`src/rtl/fft64_twiddle_sched.sv`:
```
// Twiddle scheduler between the two radix-8 butterfly stages of a 64-point FFT.
// For each accepted sample it computes k = idx[5:3]*idx[2:0], drives the
// shared constant-twiddle multiplier bank, waits MUL_LAT cycles, captures
// the product and hands it downstream with valid/ready. Samples with k==0
// skip the bank entirely.
module fft64_twiddle_sched #(
  parameter int MUL_LAT = 2,   // bank latency, 1..15
  parameter int W       = 10   // signed sample width (re and im each)
) (
  input  logic         clk,
  input  logic         rst_n,
  input  logic         in_valid_i,
  output logic         in_ready_o,
  input  logic [W-1:0] in_re_i,
  input  logic [W-1:0] in_im_i,
  input  logic         in_sof_i,
  output logic [W-1:0] mul_re_o,
  output logic [W-1:0] mul_im_o,
  output logic [5:0]   mul_sel_o,
  input  logic [W-1:0] mul_res_re_i,
  input  logic [W-1:0] mul_res_im_i,
  output logic         out_valid_o,
  input  logic         out_ready_i,
  output logic [W-1:0] out_re_o,
  output logic [W-1:0] out_im_o,
  output logic [5:0]   out_idx_o,
  output logic         out_eof_o,
  output logic         err_sof_o
);

  typedef enum logic [1:0] {IDLE = 2'd0, WAIT = 2'd1, OUT = 2'd2} state_e;

  state_e       state_q, state_d;
  logic [5:0]   cnt_q;
  logic [5:0]   idx_q;
  logic [3:0]   wcnt_q;
  logic [W-1:0] mul_re_q, mul_im_q;
  logic [5:0]   mul_sel_q;
  logic [W-1:0] out_re_q, out_im_q;
  logic         err_q;

  logic         accept;
  logic [5:0]   idx_d;
  logic [5:0]   k_d;
  logic         wdone;

  // Frame index and twiddle exponent of the sample being offered.
  always_comb begin
    accept = (state_q == IDLE) && in_valid_i;
    idx_d  = in_sof_i ? 6'd0 : cnt_q;
    k_d    = {3'b000, idx_d[5:3]} * {3'b000, idx_d[2:0]};
    wdone  = (wcnt_q == 4'd1);
  end

  // State register.
  always_ff @(posedge clk or negedge rst_n) begin
    if (!rst_n) state_q <= IDLE;
    else        state_q <= state_d;
  end

  // Next-state: bypass straight to OUT when k==0, otherwise wait on the bank.
  always_comb begin
    state_d = state_q;
    case (state_q)
      IDLE:    if (in_valid_i) state_d = (k_d == 6'd0) ? OUT : WAIT;
      WAIT:    if (wdone)      state_d = OUT;
      OUT:     if (out_ready_i) state_d = IDLE;
      default: state_d = IDLE;
    endcase
  end

  // Handshake outputs decoded from state.
  always_comb begin
    in_ready_o  = (state_q == IDLE);
    out_valid_o = (state_q == OUT);
    out_eof_o   = (state_q == OUT) && (idx_q == 6'd63);
  end

  // Datapath: frame counter, operand latch, wait counter, result capture.
  // Bank operands only load for k!=0 so they keep their last values while
  // bypassed samples pass through.
  always_ff @(posedge clk or negedge rst_n) begin
    if (!rst_n) begin
      cnt_q     <= '0;
      idx_q     <= '0;
      wcnt_q    <= '0;
      mul_re_q  <= '0;
      mul_im_q  <= '0;
      mul_sel_q <= '0;
      out_re_q  <= '0;
      out_im_q  <= '0;
      err_q     <= 1'b0;
    end else begin
      err_q <= accept && in_sof_i && (cnt_q != 6'd0);
      if (accept) begin
        cnt_q <= idx_d + 6'd1;
        idx_q <= idx_d;
        if (k_d == 6'd0) begin
          out_re_q <= in_re_i;
          out_im_q <= in_im_i;
        end else begin
          mul_re_q  <= in_re_i;
          mul_im_q  <= in_im_i;
          mul_sel_q <= k_d;
          wcnt_q    <= 4'(MUL_LAT);
        end
      end else if (state_q == WAIT) begin
        wcnt_q <= wcnt_q - 4'd1;
        if (wdone) begin
          out_re_q <= mul_res_re_i;
          out_im_q <= mul_res_im_i;
        end
      end
    end
  end

  assign mul_re_o  = mul_re_q;
  assign mul_im_o  = mul_im_q;
  assign mul_sel_o = mul_sel_q;
  assign out_re_o  = out_re_q;
  assign out_im_o  = out_im_q;
  assign out_idx_o = idx_q;
  assign err_sof_o = err_q;

endmodule

```
`config.mk`:
```
export PLATFORM = sky130hd
export DESIGN_NAME = fft64_twiddle_sched
export DESIGN_NICKNAME = d
export VERILOG_FILES = /design/src/rtl/fft64_twiddle_sched.sv
export SDC_FILE = /design/constraint.sdc
export NUM_CORES = 1
export LEC_CHECK = 0
export CAP_MARGIN = 0
export CORE_MARGIN = 2
export CORE_UTILIZATION = 51
export DETAILED_ROUTE_END_ITERATION = 16
export PLACE_DENSITY_LB_ADDON = 0.15
export SLEW_MARGIN = 25
export SYNTH_ARGS = -nofsm -noshare
export SYNTH_HDL_FRONTEND = slang
export SYNTH_SLANG_ARGS = --single-unit
```
`constraint.sdc`:
```
create_clock -name clk -period 8.5 [get_ports clk]
set_input_delay 2.55 -clock clk [delete_from_list [all_inputs] [get_ports clk]]
set_output_delay 2.55 -clock clk [all_outputs]
set_load 0.05 [all_outputs]
```
; Word-level counts from Yosys, hierarchy flattened
; Cells that the tools add are included.
[totals]
input_bits = 45
ff_bits = 65
out_inout_bits = 56
wordCells = 53
[classes]
n_bitwise = 1
multipliers = 1
n_eq_ne = 9
addsub = 2
n_reduce_logical = 13
mux = 17
[ops]
columns = operator, n
row1 = 2-to-1 mux 10 bit, 8
row2 = 2-to-1 mux 4 bit, 3
row3 = 2-to-1 mux 2 bit, 4
row4 = adder 6 x 1 -> 6 bit (second input constant), 1
row5 = == test 6 bit (second input constant), 1
row6 = zero test 6 bit, 1
row7 = multiplier 3 x 3 -> 6 bit, 1
row8 = 2-to-1 mux 6 bit, 1
row9 = != test 2 bit (second input constant), 3
row10 = case mux 2 bit (3 select lines), 1
row11 = AND reduction 3 bit, 2
row12 = nonzero test 6 bit, 1
row13 = == test 4 x 1 -> 1 bit (second input constant), 1
row14 = logical AND 1 bit, 4
row15 = != test 2 x 1 -> 1 bit (second input constant), 2
row16 = AND reduction 2 bit, 2
row17 = nonzero test 2 bit, 2
row18 = subtractor 4 x 1 -> 4 bit (second input constant), 1
row19 = == test 2 x 1 -> 1 bit (second input constant), 1
row20 = == test 2 bit (second input constant), 1
row21 = zero test 2 bit, 1
row22 = NOT 1 bit, 1

; Logic depth before layout (Yosys ltp)
; Gate-level depths: netlist of the first run.
[depth]
ltp_word = 6
depth_mapped = 12
mapped_depth_nobuf = 11

; Worst setup path before layout of the first run
; OpenSTA, ideal clock, no wires.
[synth_timing]
kind = input to register
startpoint = input port in_sof_i
endpoint = register mul_im_q[6] (netlist: mul_im_o[6])
setup_slack_ns = 3.181
cell_stages = 12
setup_ns = 0.125
t_required_ns = 8.375
n_path_buf = 1
arrival_ns = 5.194
cell_sequence = and3b_1 inv_1 fa_1 inv_1 ha_1 inv_1 fa_1 xor2_2 o2111ai_2 o21ai_4 buf_6 mux2_2
[synth_via]
elab_chain_len = 5
[synth_lines]
columns = item, line_no
row1 = "start, declared", 16  ; input logic in_sof_i,
row2 = 2-to-1 mux 6 bit, 50  ; idx_d = in_sof_i ? 6'd0 : cnt_q;
row3 = multiplier 3 x 3 -> 6 bit, 51  ; k_d = {3'b000, idx_d[5:3]} * {3'b000, idx_d[2:0]};
row4 = zero test 6 bit, 98  ; if (k_d == 6'd0) begin
row5 = NOT 1 bit (no line), n/a
row6 = AND reduction 2 bit (no line), n/a
row7 = "end signal, assigned", 103  ; mul_im_q <= in_im_i;
row8 = "end, declared", 37  ; logic [W-1:0] mul_re_q, mul_im_q;
; No other way between the ends.
; A chain may end at the register's enable or synchronous reset.

; Worst setup path in the final report of the first run
[layout_timing]
startpoint = input port in_sof_i
endpoint = register mul_im_q[0] (netlist: mul_im_o[0])
; The elaborated chain is that of the path after synthesis.

==> flow_metrics.py, run 1 <==
metrics = {
    "setup_path": {
        "path_common_cell": "inv_1",
        "end_kind": "flop",
        "crit_chain": "clkdlybuf4s50_1 > and3b_1 > inv_1 > fa_1 > inv_1 > ha_1 > inv_1 > fa_1 > xor2_2 > o2111ai_2 > o21ai_4 > mux2_2",
        "critPathSlowestCell": "o21ai_4",
        "crit_type": "primary input to flop",
        "startpoint_type": "primary input",
        "crit_family": "adder cells",
        "startpoint": "in_sof_i",
        "cp_max_fo": 28,
        "cp.arrival_ns": 6.51,
        "worst-path-buf-inv": 4,
        "cp.required_ns": 8.71,
        "reg2reg_from": "cnt_q[2]",
        "max_stage_delay_ns": 0.77,
    },
    "cts": {
        "cts_root_buf": "clkbuf_8",
        "post-cts-setup-buffer-count": 0,
        "clock_path_buffers": 2,
        "post_cts_resized": 0,
        "cts_made_buffers": 9,
        "cts_tree": "built",
        "insertion_delay_ns": 0.34,
        "cts.htree.levels": 3,
        "clk_pin_slew_ns": 0.06,
        "clock_sinks": 65,
        "ctsHoldBuffers": 0,
    },
    "place": {
        "routabilityCongestion": 0.830,
        "port-buffer-count": 100,
        "dp_hpwl_microns": 5130,
        "place_area_sq_mm": 0.00435,
    },
    "run_status": {
        "status": "completed",
    },
    "cells_and_area": {
        "area_growth_pct": 37.2,
        "finalInstanceArea_sq_mm": 0.00456,
        "drive_gt1_share_pct": 23.5,
        "fillers": 469,
        "num_antenna_cells": 0,
        "final_nets": 412,
    },
    "global_routing": {
        "antenna_found_initial": 0,
        "grt-ovfl-total": 0,
        "grt_util_all_layers_pct": 21.9,
        "grt_pass1_wl_microns": 12200,
        "grt_pass1_vias": 2456,
        "grt_max_degree": 66,
    },
    "sta": {
        "setup_tns_ns": 0,
        "finalHoldViolations": 0,
        "setup_viol_count_final": 0,
        "fmax_ghz": 0.159,
        "drv_slew": 0,
        "rsz0062_at_grt": "false",
        "worstMarginPinSlew_ns": 0.874,
        "final.setup_skew_ns": 0.00845,
        "timing.final.crit_share_pct": 74.0,
        "max-slew-margin-rel_pct": 41.5,
        "fin_crit_ns": 6.29,
    },
    "synthesis": {
        "yosysTopAreaCellShare_pct": 49.0,
        "ys_warn_count": 0,
        "postSynth.asyncResetShare_pct": 100,
        "synth_cell_type_count": 45,
        "ys.flop_type": "dfrtp_1",
        "synth_fp_nets": 309,
        "synthCells": 254,
        "syn_avg_cell_area_sq_um": 13.1,
        "synthTopCellsByArea": "dfrtp_1 49%, mux2_4 18%, mux2_2 6.4%, ha_1 3.0%, nand2_1 2.8%",
        "synth_edf_count": 0,
        "seq_area_frac_synth_pct": 49.0,
        "ys_ff_latch": 65,
        "yosysMostFrequentCell": "dfrtp_1",
        "synth_commonest_cells": "65 x dfrtp_1, 39 x mux2_4, 25 x nand2_1, 19 x mux2_2",
        "mappedNetlistArea_sq_mm": 0.00332,
        "synth_top_cell_by_area": "dfrtp_1",
    },
    "floorplanning": {
        "ioPinCount": 101,
        "die_area_sq_mm": 0.00717,
        "die_x_microns": 84.7,
        "rows": 29,
        "start_util_pct": 52.6,
        "core_region_area_sq_mm": 0.00631,
        "die_h_microns": 84.7,
    },
    "drt": {
        "drt_pass1_iterations": 4,
        "routed_wl_microns": 7380,
        "drt_iter0_drc": 98,
        "remaining_drc_errors": 0,
        "ant_nets": 0,
        "via_per_inst": 5.22,
        "num_vias": 2291,
        "wl_per_cell_microns": 16.8,
    },
    "power": {
        "p_leak_nw": 2.10,
        "ir_worst_vdd_uv": 283,
        "power_density_mw_per_mm2": 430,
    },
    "hold_path": {
        "worstHoldStart": "mul_sel_o[5]",
        "holdCritPathClass": "flop to flop",
    },
    "run": {
        "drv_cap": 0,
    },
}
report_power, final:
| group | total, W | switching (W) | internal (W) | leakage [nW] |
|---|---|---|---|---|
| combinational | 0.00115 | 0.000684 | 0.000463 | 1.20 |
| clock | 0.000265 | 0.000112 | 0.000153 | 0.112 |
| sequential | 0.000549 | 0.0000977 | 0.000451 | 0.792 |
| total | 0.00196 | 0.000894 | 0.00107 | 2.10 |
per-stage QoR:
step | cells | util (%) | hold slack [ns] | setup WS [ns] | power, W
4_1_cts | 439 | 72.2 | 0.482 | 2.20 | 0.00198
2_1_floorplan | 254 | - | 0.495 | 3.18 | 0.00136
3_5_place_dp | 423 | 68.8 | 0.468 | 1.85 | 0.00170
6_report | 439 | 72.2 | 0.477 | 2.21 | 0.00196
3_3_place_gp | 423 | 68.8 | 0.459 | 2.01 | 0.00168
5_1_grt | 439 | 72.2 | 0.492 | 1.99 | 0.00206
flip-flops by register name (all words and copies together) (netlist names):
signal,flops
mul_im_o,10
mul_re_o,10
out_im_o,10
out_re_o,10
cnt_q,6
mul_sel_o,6
out_idx_o,6
wcnt_q,4
state_q,2
err_sof_o,1
cells by family after synthesis:
kind of cell    Yosys count  synth area share (%)
mux                      63                  25.7
xor+xnor                  3                  1.02
simple gates             62                  9.42
buf+inv                  21                  4.07
fa+ha+maj                10                  4.22
flops                    65                  49.0
compound gates           30                  6.59
routing by layer:
metal,track usage (%),share of wire [%],vias up
li1,-,-,1089
met1,30.1,46,1119
met2,33.4,47,76
met3,6.10,6.0,7
met4,7.94,1.2,0
met5,0,0,-
worst register-to-register path, stage by stage, from the launching register on:
cell and delay (ns):
dfrtp_1 0.48, and3b_1 0.28, inv_1 0.08, fa_1 0.47
inv_1 0.07, ha_1 0.16, inv_1 0.06, fa_1 0.42
xor2_2 0.22, o2111ai_2 0.24, o21ai_4 0.77, mux2_2 0.43
path summary, 6_finish.rpt:
path	endpoint	depth (start not counted)	slack (ns)
max in group asynchronous	wcnt_q[0]	2	5.55
max reg2reg	mul_im_o[0]	11	4.72
max	mul_im_o[0]	12	2.21
min in group asynchronous	out_re_o[8]	2	2.41
min reg2reg	mul_sel_o[5]	1	0.48
min	mul_sel_o[5]	1	0.48
cells in the final DEF, fill, tap and decap left out, types with 8 or more instances in the layout:
master,instances
clkdlybuf4s50_1,99
dfrtp_1,65
mux2_4,39
nand2_1,25
mux2_2,19
clkbuf_8,15
inv_1,10
nor2_1,10
o21ai_0,9
ha_1,8
final cells by class:
cell class	instances	area (sq um)	area share (%)
timing repair buffer	103	1020	22.3
sequential	65	1630	35.7
clock inverter	1	5.00	0.110
multi-input combinational	168	1570	34.4
inverter	10	37.5	0.823
tap	77	96.3	2.11
clock buffer	15	206	4.53
(Power assumes the default switching activity.)
==> run 2: changes to the inputs <==
--- a/config.mk
+++ b/config.mk
@@ -7,7 +7,7 @@
 export LEC_CHECK = 0
 export CAP_MARGIN = 0
 export CORE_MARGIN = 2
-export CORE_UTILIZATION = 51
+export CORE_UTILIZATION = 47
 export DETAILED_ROUTE_END_ITERATION = 16
 export PLACE_DENSITY_LB_ADDON = 0.15
 export SLEW_MARGIN = 25
==> constraint.sdc (replaced) <==
create_clock -name clk -period 6.2 [get_ports clk]
set_input_delay 1.86 -clock clk [delete_from_list [all_inputs] [get_ports clk]]
set_output_delay 1.86 -clock clk [all_outputs]
set_load 0.05 [all_outputs]
==> run 2 against run 1 <==
  * Hold slack improved by 0.011 ns
  * Power grew 38%
  * Critical path depth up 1
  * Clock skew about the same
  * Sequential power is 38% higher
  * Largest cell class unchanged
  * Highest routed layer unchanged
==> flow_metrics.py, run 2 (same netlist as run 1, synthesis figures left out) <==
metrics = {
    "floorplanning": {
        "rows": 30,
        "start_util_pct": 48.6,
        "die_area_sq_mm": 0.00776,
        "core_region_area_sq_mm": 0.00683,
        "die_x_microns": 88.1,
        "die_h_microns": 88.1,
        "ioPinCount": 101,
    },
    "drt": {
        "num_vias": 2305,
        "remaining_drc_errors": 0,
        "ant_nets": 0,
        "drt_pass1_iterations": 4,
        "drt_iter0_drc": 68,
        "via_per_inst": 5.02,
        "wl_per_cell_microns": 16.1,
        "routed_wl_microns": 7370,
    },
    "cts": {
        "cts.htree.levels": 3,
        "cts_tree": "built",
        "clk_pin_slew_ns": 0.07,
        "cts_root_buf": "clkbuf_8",
        "clock_sinks": 65,
        "post_cts_resized": 0,
        "ctsHoldBuffers": 0,
        "insertion_delay_ns": 0.35,
        "post-cts-setup-buffer-count": 0,
        "cts_made_buffers": 9,
        "clock_path_buffers": 2,
    },
    "hold_path": {
        "min_to": "mul_sel_o[3]",
        "holdCritPathClass": "flop to flop",
        "hold_path_depth": 1,
        "worstHoldStart": "mul_sel_o[3]",
    },
    "setup_path": {
        "regToRegEndpoint": "out_im_o[0]",
        "cp.arrival_ns": 5.43,
        "path_common_cell": "inv_1",
        "worst_r2r_path_depth": 12,
        "end_kind": "flop",
        "crit_chain": "clkdlybuf4s50_1 > and3b_1 > inv_1 > fa_1 > inv_1 > ha_1 > inv_1 > fa_1 > xor2_2 > o2111ai_2 > a211oi_4 > buf_4 > mux2_4",
        "startpoint_type": "primary input",
        "crit_family": "buffers and inverters",
        "max_stage_delay_ns": 0.52,
        "worst-path-buf-inv": 5,
        "startpoint": "in_sof_i",
        "crit_type": "primary input to flop",
        "critPathSlowestCell": "clkdlybuf4s50_1",
        "cp.required_ns": 6.43,
        "reg2reg_from": "cnt_q[2]",
        "cp_max_fo": 20,
        "r2r_slack_ns": 2.61,
    },
    "place": {
        "place_inst": 444,
        "dp_hpwl_microns": 5260,
        "place_area_sq_mm": 0.00440,
        "routabilityCongestion": 0.832,
        "port-buffer-count": 100,
        "post-place-ws_ns": 0.625,
    },
    "run": {
        "drv_cap": 0,
    },
    "cells_and_area": {
        "area_growth_pct": 38.3,
        "final_cells": 459,
        "drive_gt1_share_pct": 23.1,
        "final_cell_mix": "99 x clkdlybuf4s50_1, 65 x dfrtp_1, 39 x mux2_4, 25 x nand2_1, 19 x mux2_2",
        "finalInstanceArea_sq_mm": 0.00459,
        "num_antenna_cells": 0,
        "final_nets": 414,
        "final_common_cell": "clkdlybuf4s50_1",
    },
    "global_routing": {
        "grt-ovfl-total": 0,
        "grt_util_all_layers_pct": 20.0,
        "met1_usage_pct": 27.3,
        "use_met2_pct": 31.3,
        "grt_max_degree": 66,
        "antenna_found_initial": 0,
        "top_usage_layer": "met2",
        "grt_pass1_vias": 2361,
        "grt_pass1_wl_microns": 11700,
        "use_met3_pct": 3.49,
    },
    "sta": {
        "setup_tns_ns": 0,
        "drv_slew": 0,
        "max-slew-margin-rel_pct": 45.5,
        "setup_slack_ns": 1.00,
        "timing.final.crit_share_pct": 83.9,
        "final.setup_skew_ns": 0.00810,
        "rsz0062_at_grt": "false",
        "fin_crit_ns": 5.20,
        "finalHoldViolations": 0,
        "setup_viol_count_final": 0,
        "worstMarginPinSlew_ns": 0.817,
        "fmax_ghz": 0.192,
    },
    "power": {
        "p_leak_nw": 2.10,
        "power_density_mw_per_mm2": 588,
        "ir_worst_vdd_uv": 402,
    },
    "run_status": {
        "status": "completed",
    },
}
## run 2: per-stage QoR
stage	util (%)	hold slack, ns	total power, W
after floorplan	-	0.495	0.00187
after global placement	64.4	0.458	0.00233
after detailed placement	64.4	0.469	0.00235
after CTS	67.3	0.486	0.00272
after global routing	67.3	0.515	0.00283
final	67.3	0.488	0.00270
## run 2: report_power, final
| part | total [W] | internal, W | leakage, nW | switching (W) |
|---|---|---|---|---|
| clock network | 0.000367 | 0.000206 | 0.0957 | 0.000161 |
| registers | 0.000755 | 0.000619 | 0.792 | 0.000136 |
| logic | 0.00158 | 0.000644 | 1.21 | 0.000935 |
## run 2: area by class of cell
class                           instances  area, sq um
Tap cell                               96          120
Timing Repair Buffer                  105         1050
Clock inverter                          2         37.5
Fill cell                             529         2240
Sequential cell                        65         1630
Inverter                               10         37.5
Clock buffer                           13          159
Multi-Input combinational cell        168         1570
## run 2: layer usage
metal / wire length (microns) / up-vias
li1: - / 1094
met1: 3530 / 1127
met2: 3340 / 75
met3: 402 / 9
met4: 99 / 0
met5: 0 / -
## run 2: worst max path at each step
stage	end	slack, ns	cells after the start
2_1_floorplan	mul_im_o[6]	1.57	12
4_1_cts	out_im_o[0]	1.0	13
6_report	out_im_o[0]	1.0	13
5_1_grt	out_im_o[0]	0.81	13
3_3_place_gp	out_im_o[0]	0.75	13
3_5_place_dp	out_im_o[3]	0.63	13
==> run 3: changes to the inputs <==
--- a/config.mk
+++ b/config.mk
@@ -7,7 +7,7 @@
 export LEC_CHECK = 0
 export CAP_MARGIN = 0
 export CORE_MARGIN = 2
-export CORE_UTILIZATION = 47
+export CORE_UTILIZATION = 43
 export DETAILED_ROUTE_END_ITERATION = 16
 export PLACE_DENSITY_LB_ADDON = 0.15
 export SLEW_MARGIN = 25
==> constraint.sdc (replaced) <==
create_clock -name clk -period 4.2 [get_ports clk]
set_input_delay 1.26 -clock clk [delete_from_list [all_inputs] [get_ports clk]]
set_output_delay 1.26 -clock clk [all_outputs]
set_load 0.05 [all_outputs]
==> run 3 against run 2 <==
  * Count of clock-buffer cells in the layout decreased by 2
  * Clock skew rose by 0.0014 ns
  * Core utilization decreased by 3.5 points
  * Global-route usage decreased by 0.95 points
  * Sequential share of layout area is 1.9 points lower
  * Power up 53%
  * Combinational power grew 57%
==> flow_metrics.py, run 3 (same netlist as run 1, synthesis figures left out) <==
metrics = {
    "run_status": {
        "status": "completed",
    },
    "place": {
        "port-buffer-count": 100,
        "place_inst": 464,
        "dp_hpwl_microns": 5320,
        "routabilityCongestion": 0.750,
    },
    "global_routing": {
        "grt_pass1_vias": 2477,
        "grt-ovfl-total": 0,
        "grt_util_all_layers_pct": 19.0,
        "antenna_found_initial": 0,
        "grt_pass1_wl_microns": 12600,
        "grt_max_degree": 66,
    },
    "power": {
        "power_density_mw_per_mm2": 850,
        "p_int_w": 0.00227,
        "switching_power_w": 0.00185,
        "power_frac_seq_pct": 27.0,
        "combPwrFrac_pct": 60.2,
        "p_leak_nw": 2.24,
        "ir_worst_vdd_uv": 341,
        "swShare_pct": 44.9,
        "clockPowerShare_pct": 12.8,
    },
    "cells_and_area": {
        "num_antenna_cells": 0,
        "final_nets": 435,
        "fillers": 589,
        "drive_gt1_share_pct": 28.1,
        "final_cell_mix": "98 x clkdlybuf4s50_1, 65 x dfrtp_1, 39 x mux2_4, 25 x nand2_1",
        "final_cells": 487,
        "area_growth_pct": 46.0,
        "final_common_cell": "clkdlybuf4s50_1",
    },
    "drt": {
        "routed_wl_microns": 7550,
        "drt_iter0_drc": 89,
        "top_layer_used": "met4",
        "ant_nets": 0,
        "wl_met1_microns": 3420,
        "drt_pass1_iterations": 4,
        "via_per_inst": 4.88,
        "remaining_drc_errors": 0,
        "wl_per_cell_microns": 15.5,
        "num_vias": 2378,
        "wl_met3_microns": 313,
        "wl_met2_microns": 3680,
    },
    "sta": {
        "whs_ns": 0.479,
        "fmax_ghz": 0.251,
        "fin_crit_ns": 3.99,
        "max-slew-margin-rel_pct": 44.8,
        "worstMarginPinSlew_ns": 0.828,
        "finalHoldViolations": 0,
        "timing.final.crit_share_pct": 94.9,
        "setup_tns_ns": 0,
        "final.setup_skew_ns": 0.00949,
        "setup_viol_count_final": 0,
        "drv_slew": 0,
        "rsz0062_at_grt": "false",
    },
    "hold_path": {
        "holdCritPathClass": "flop to flop",
        "hold_path_depth": 1,
    },
    "setup_path": {
        "end_kind": "flop",
        "r2r_slack_ns": 0.82,
        "startpoint_type": "primary input",
        "regToRegEndpoint": "mul_im_o[0]",
        "reg2reg_from": "cnt_q[2]",
        "endpoint": "mul_im_o[0]",
        "cp.arrival_ns": 4.20,
        "startpoint": "in_sof_i",
        "worst_r2r_path_depth": 13,
        "cp.required_ns": 4.42,
        "cp_max_fo": 7,
        "crit_type": "primary input to flop",
    },
    "floorplanning": {
        "start_util_pct": 43.7,
        "core_region_area_sq_mm": 0.00761,
        "ioPinCount": 101,
        "die_h_microns": 91.9,
        "die_area_sq_mm": 0.00844,
        "die_x_microns": 91.9,
        "rows": 32,
    },
    "cts": {
        "clk_pin_slew_ns": 0.07,
        "cts_made_buffers": 9,
        "cts.htree.levels": 3,
        "cts_tree": "built",
        "clock_path_buffers": 2,
        "cts_root_buf": "clkbuf_8",
        "clock_sinks": 65,
        "insertion_delay_ns": 0.33,
    },
    "run": {
        "drv_cap": 0,
    },
}
[run 3: power by group through the flow]
stage | clock, W | combinational (W) | sequential [W]
4_1_cts | 0.000544 | 0.00246 | 0.00112
2_1_floorplan | 0 | 0.000838 | 0.00192
5_1_grt | 0.000571 | 0.00261 | 0.00115
6_report | 0.000526 | 0.00248 | 0.00111
3_5_place_dp | 0 | 0.00241 | 0.00112
3_3_place_gp | 0 | 0.00238 | 0.00112
[run 3: cell type report]
| cell class | instances | area, sq um | share of cell area [%] |
|---|---|---|---|
| clock buffer | 11 | 141 | 2.92 |
| timing repair buffer | 126 | 1270 | 26.1 |
| tap | 102 | 128 | 2.63 |
| multi-input combinational | 168 | 1590 | 32.9 |
| sequential | 65 | 1630 | 33.5 |
| clock inverter | 5 | 55.1 | 1.14 |
| inverter | 10 | 37.5 | 0.774 |
[run 3: how the worst min path moves through the flow]
stage | start | end | slack (ns)
2_1_floorplan | cnt_q[5] | cnt_q[5] | 0.49
3_3_place_gp | mul_sel_o[3] | mul_sel_o[3] | 0.46
3_5_place_dp | mul_sel_o[3] | mul_sel_o[3] | 0.47
4_1_cts | mul_sel_o[3] | mul_sel_o[3] | 0.48
5_1_grt | mul_sel_o[3] | mul_sel_o[3] | 0.49
6_report | mul_sel_o[3] | mul_sel_o[3] | 0.48
[run 3: per-stage QoR]
step	util [%]	cell area, sq um	worst slack [ns]	total power, W
2_1_floorplan	-	3320	0.171	0.00276
3_3_place_gp	59.5	4520	-0.371	0.00350
3_5_place_dp	59.5	4520	-0.472	0.00353
4_1_cts	62.9	4780	0.0403	0.00412
5_1_grt	63.7	4850	0.0885	0.00434
6_report	63.7	4850	0.213	0.00412
[run 3: what timing repair did]
action                     4_1_cts  5_1_grt
gates resized for setup          3        5
pin swaps                        3        4
buffers inserted                 3        2
setup endpoints to repair       37       42
cloned                           1        1
hold buffers                     0        0
[run 3: worst max-delay path, stage by stage]
cell            delay, ns
dlymetal6s2s_1       0.15
and3b_1              0.25
inv_1                0.07
fa_1                 0.46
inv_1                0.06
ha_1                 0.15
inv_1                0.06
fa_2                 0.43
xor2_4               0.18
o2111ai_4            0.17
buf_4                0.18
o21ai_4              0.24
clkbuf_16            0.21
mux2_2               0.32
[run 3: metal layers]
layer | vias up | global-route usage, %
li1 | 1141 | -
met1 | 1166 | 25.0
met2 | 59 | 31.7
met3 | 12 | 3.29
met4 | 0 | 6.97
met5 | - | 0
